File: config.mk
export PLATFORM = sky130hd
export DESIGN_NAME = pr_bus_ctrl
export DESIGN_NICKNAME = d
export VERILOG_FILES = /design/src/rtl/pr_bus_ctrl.sv
export SDC_FILE = /design/constraint.sdc
export NUM_CORES = 1
export LEC_CHECK = 0
export BUFFER_PORTS_ARGS = -buffer_cell sky130_fd_sc_hd__buf_2
export CAP_MARGIN = 10
export CORE_ASPECT_RATIO = 1.2
export CORE_MARGIN = 2
export CORE_UTILIZATION = 39
export DETAILED_ROUTE_END_ITERATION = 10
export GPL_TIMING_DRIVEN = 0
export PLACE_DENSITY = 0.83
export SYNTH_ARGS = -nofsm -noshare
export SYNTH_HDL_FRONTEND = slang
export SYNTH_SLANG_ARGS = --single-unit
export TNS_END_PERCENT = 1
File: constraint.sdc
create_clock -name i_clk -period 2.2 [get_ports i_clk]
set_input_delay 0.22 -clock i_clk [delete_from_list [all_inputs] [get_ports i_clk]]
set_output_delay 0.22 -clock i_clk [all_outputs]
set_load 0.05 [all_outputs]
File: src/rtl/pr_bus_ctrl.sv
// rtl/pr_bus_ctrl.sv - Pr* bridge bus controller: decode, select/ready handshake with timeout, IRQ staging
module pr_bus_ctrl #(
  parameter int          NDEV     = 3,
  parameter logic [31:0] BASE     = 32'h00007F00,
  parameter int          WIN_LOG2 = 4,
  parameter int          TIMEOUT  = 15
) (
  input  logic                  i_clk,
  input  logic                  i_reset,
  input  logic                  i_pr_req,
  input  logic [29:0]           i_pr_addr,
  input  logic [3:0]            i_pr_be,
  input  logic [31:0]           i_pr_wd,
  input  logic                  i_pr_we,
  output logic [31:0]           o_pr_rd,
  output logic                  o_pr_stall,
  output logic                  o_pr_err,
  output logic [NDEV-1:0]       o_dev_sel,
  output logic [WIN_LOG2-3:0]   o_dev_addr,
  output logic [31:0]           o_dev_wd,
  output logic [3:0]            o_dev_be,
  output logic                  o_dev_we,
  input  logic [NDEV*32-1:0]    i_dev_rd,
  input  logic [NDEV-1:0]       i_dev_rdy,
  input  logic [NDEV-1:0]       i_dev_irq,
  output logic [5:0]            o_hw_int
);

  localparam int AW = WIN_LOG2 - 2;

  typedef enum logic [1:0] {
    S_IDLE   = 2'd0,
    S_ACCESS = 2'd1,
    S_DONE   = 2'd2,
    S_ERROR  = 2'd3
  } state_t;

  state_t              r_state;
  logic [2:0]          r_idx;
  logic                r_we;
  logic [7:0]          r_cnt;
  logic [31:0]         r_pr_rd;
  logic                r_pr_err;
  logic [NDEV-1:0]     r_dev_sel;
  logic [AW-1:0]       r_dev_addr;
  logic [31:0]         r_dev_wd;
  logic [3:0]          r_dev_be;
  logic                r_dev_we;
  logic [5:0]          r_hw_int;

  logic [29:0]         w_off;
  logic [29:0]         w_idx;
  logic                w_hit;
  logic [NDEV-1:0]     w_sel_onehot;
  logic [31:0]         w_rd_sel;
  logic                w_rdy_sel;
  logic [5:0]          w_irq_pad;

  // Address decode: word offset from BASE, slot index and hit test (wraps below BASE to a miss)
  always_comb begin
    w_off        = i_pr_addr - BASE[31:2];
    w_idx        = w_off >> AW;
    w_hit        = (w_idx < 30'(NDEV));
    w_sel_onehot = '0;
    for (int i = 0; i < NDEV; i++) begin
      w_sel_onehot[i] = (w_idx == 30'(i));
    end
  end

  // Pick read data and ready of the latched slot; other slots' ready is ignored
  always_comb begin
    w_rd_sel  = '0;
    w_rdy_sel = 1'b0;
    for (int i = 0; i < NDEV; i++) begin
      if (r_idx == 3'(i)) begin
        w_rd_sel  = i_dev_rd[32*i +: 32];
        w_rdy_sel = i_dev_rdy[i];
      end
    end
  end

  // Zero-extend device interrupts onto the six CPU interrupt lines
  always_comb begin
    w_irq_pad              = '0;
    w_irq_pad[NDEV-1:0]    = i_dev_irq;
  end

  // Main access sequencer with registered bus outputs
  always_ff @(posedge i_clk) begin
    if (i_reset) begin
      r_state    <= S_IDLE;
      r_idx      <= '0;
      r_we       <= 1'b0;
      r_cnt      <= '0;
      r_pr_rd    <= '0;
      r_pr_err   <= 1'b0;
      r_dev_sel  <= '0;
      r_dev_addr <= '0;
      r_dev_wd   <= '0;
      r_dev_be   <= '0;
      r_dev_we   <= 1'b0;
    end else begin
      case (r_state)
        S_IDLE: begin
          if (i_pr_req) begin
            if (w_hit) begin
              r_state    <= S_ACCESS;
              r_idx      <= w_idx[2:0];
              r_we       <= i_pr_we;
              r_cnt      <= '0;
              r_dev_sel  <= w_sel_onehot;
              r_dev_addr <= w_off[AW-1:0];
              r_dev_wd   <= i_pr_wd;
              r_dev_be   <= i_pr_be;
              r_dev_we   <= i_pr_we;
            end else begin
              r_state  <= S_ERROR;
              r_pr_err <= 1'b1;
              r_pr_rd  <= '0;
            end
          end
        end
        S_ACCESS: begin
          if (w_rdy_sel) begin
            r_state   <= S_DONE;
            r_pr_rd   <= r_we ? 32'd0 : w_rd_sel;
            r_dev_sel <= '0;
            r_dev_we  <= 1'b0;
          end else if (r_cnt == 8'(TIMEOUT - 1)) begin
            r_state   <= S_ERROR;
            r_pr_err  <= 1'b1;
            r_pr_rd   <= '0;
            r_dev_sel <= '0;
            r_dev_we  <= 1'b0;
          end else begin
            r_cnt <= r_cnt + 8'd1;
          end
        end
        S_DONE: begin
          // A request still present here belongs to the instruction just completed
          r_state <= S_IDLE;
          r_pr_rd <= '0;
        end
        default: begin
          r_state  <= S_IDLE;
          r_pr_err <= 1'b0;
          r_pr_rd  <= '0;
        end
      endcase
    end
  end

  // One flop stage on the interrupt lines, independent of the sequencer
  always_ff @(posedge i_clk) begin
    if (i_reset) begin
      r_hw_int <= '0;
    end else begin
      r_hw_int <= w_irq_pad;
    end
  end

  assign o_pr_stall = (r_state == S_IDLE) ? i_pr_req : (r_state == S_ACCESS);
  assign o_pr_rd    = r_pr_rd;
  assign o_pr_err   = r_pr_err;
  assign o_dev_sel  = r_dev_sel;
  assign o_dev_addr = r_dev_addr;
  assign o_dev_wd   = r_dev_wd;
  assign o_dev_be   = r_dev_be;
  assign o_dev_we   = r_dev_we;
  assign o_hw_int   = r_hw_int;

endmodule

==> reports/qor.yml <==
fin_area_mm2: 0.00591
post-place-ws_ps: -684
dieHeight_um: 116
final_cell_mix: "253 x buf_2, 122 x nand2_1, 92 x dfxtp_1"
hold_violations: 0
die_w_um: 97.6
synth_area_leader_cell: "dfxtp_1"
min_period_over_period_pct: 98.7
fmax_mhz: 461
synth_edf_count: 0
fillers: 990
avgSynthCellArea_um2: 8.40
tns_ps: 0
finalMaxSlewViolations: 0
arrival_ps: 2370
start_util_pct: 39.5
clk_path_buf_depth: 2
wirelength_um: 12400
syn2layout_area_growth_pct: 44.2
clk_latency_ps: 340
relSlewSlack_pct: 53.1
power.density_mw_per_mm2: 644
synth_xor_xnor_area_share_pct: 1.28
period_minus_slack_ps: 2170
die_area_mm2: 0.0113
cts_buffers: 9
cts.clk_slew.worst_paths_ps: 70
place_area_mm2: 0.00553
end_kind: "flop"
clock_skew_ps: 8.89
power_w: 0.00381
vias: 4418
synthSimpleGateAreaFrac_pct: 20.8
drive_gt1_share_pct: 39.3
worst_slack_ps: 28.7
grt_max_degree: 17
syn-cell-area_mm2: 0.00410
synthAdderAreaFrac_pct: 0.611
path_max_fanout: 10
clock-root-buffer: "clkbuf_16"
synth_top_family_by_area: "simple AND/OR/NAND/NOR gates"
status: "finished, final reports clean"
port_buffers: 250
ant_nets: 0
yosysTopAreaCellShare_pct: 44.9
cp-start-kind: "input port"
route.detailed.drc: 0
clock-sinks: 92
tritoncts: "built"
gr-total-overflow: 0
grt_usage_pct: 21.0
h-tree-depth: 3
core_mm2: 0.0104
synthArstFlopShare_pct: 0
dp.cells: 869
required_ps: 2400
mostFrequentLayoutCell: "buf_2"
viasPerCell: 5.00
synth_ff_type: "dfxtp_1"
synthMuxAreaShare_pct: 8.06
setup_violations: 0
vdd_drop_max_uv: 417
ys_warn_count: 0
drtIter0Drc: 128
holdCritPathClass: "input port to flop"
seq_area_frac_synth_pct: 44.9
grt_pass1_wl_um: 19300
drtPass1Iterations: 4
final-instance-count-excl-fill: 883
drv_cap: 0
tightest_slew_ps: 704
gp_congestion: 0.835
ys_types: 42
top_level_ports: 254
rsz0062_at_grt: "yes"
antenna_found_initial: 0
syn_inst: 488
core.rowCount: 41
p_leak_nw: 2.66
synth_area_leaders: "dfxtp_1 45%, nand2_1 11%, mux2i_1 8.1%, a22o_1 7.3%, a21oi_1 5.6%"
nNetsFinal: 924
synth_compound_area_share_pct: 19.1
ys_ff_latch: 92
grt_pass1_vias: 4235
wl_per_cell_um: 14.1
worst-setup-path-type: "input port to flop"
num_antenna_cells: 0
dp_hpwl_um: 9780
timing repair:
action                                  in CTS  in global routing
gates resized for setup                      8                 11
buffers inserted                             0                  1
pin swaps                                    1                  4
hold buffers                                 0                  0
endpoints found under the setup margin      72                 54
sequential cells by signal, summed over array words and instances, names as in the netlist, 2 cells and up:
signal      cells
o_dev_sel       3
o_dev_addr      2
o_dev_wd       32
o_hw_int        3
o_pr_rd        32
r_state         2
o_dev_be        4
r_idx           3
r_cnt           8
worst max-delay path: stages:
cell     delay (ps)
buf_2           100
or4b_4          540
or4b_4          580
or4_4           620
buf_6           190
nand2_1          60
a21oi_1          60
Yosys cell counts (2+ instances only):
library cell / number
nand4_1: 4
dfxtp_1: 92
ha_1: 2
nor2b_1: 6
and2_1: 2
nor2_1: 16
or4_1: 3
nand3b_1: 3
clkbuf_1: 18
nand2b_1: 2
buf_6: 4
nor4_1: 7
xnor2_1: 2
xor2_1: 4
mux2i_1: 33
nand3_1: 7
a21oi_1: 46
buf_1: 3
or4b_1: 2
buf_2: 9
o2bb2ai_1: 2
buf_4: 3
inv_1: 4
o21ai_0: 35
nand2_1: 124
and3_1: 5
a211oi_1: 2
a22o_1: 34
worst paths after layout:
kind	from	cells after the start	slack, ps	end
min	i_dev_irq[0]	2	90	o_hw_int[0]
max reg2reg	r_idx[1]	8	110	o_pr_rd[2]
min reg2reg	o_dev_be[1]	2	450	o_dev_be[1]
max	i_pr_addr[13]	7	30	r_idx[1]
per-stage QoR:
step                util (%)  hold slack [ps]
floorplan                  -              348
global placement        53.4              429
global route            57.0             88.5
detailed placement      53.4              437
CTS                     56.8             78.9
finish                  57.0             85.9
routing by layer:
layer,part of all wire (%),GRT usage [%],routed length [um],up-vias
met2,51,38.7,6300,185
met5,0,0,0,-
met3,7.1,4.55,885,26
li1,-,-,-,2221
met4,2.5,8.80,316,0
met1,40,23.7,4930,1986
area by class of cell:
| class | instances | area, um^2 | area share (%) |
|---|---|---|---|
| Multi-Input combinational cell | 357 | 2110 | 35.7 |
| Sequential cell | 92 | 1840 | 31.2 |
| Timing Repair Buffer | 251 | 1260 | 21.3 |
| Clock buffer | 9 | 225 | 3.81 |
| Buffer | 35 | 199 | 3.37 |
| Tap cell | 129 | 161 | 2.73 |
| Clock inverter | 6 | 96.3 | 1.63 |
| Inverter | 4 | 15.0 | 0.254 |
power by group:
part	total, W	internal, W	switching, W
clock network	0.00166	0.00100	0.000658
registers	0.00170	0.00169	0.0000133
logic	0.000444	0.000190	0.000254
kinds of logic (layout without fill, tap and decap cells):
family	Yosys count	in the layout
buffers and inverters	41	305
xor gates and xnor gates	6	6
and+or+nand+nor	188	188
other	1	3
muxes	33	33
AOI/OAI and AO/OA	125	125
DFF	92	92
adders and majority gates	2	2
No activity file was read; power rests on OpenSTA's default activity.
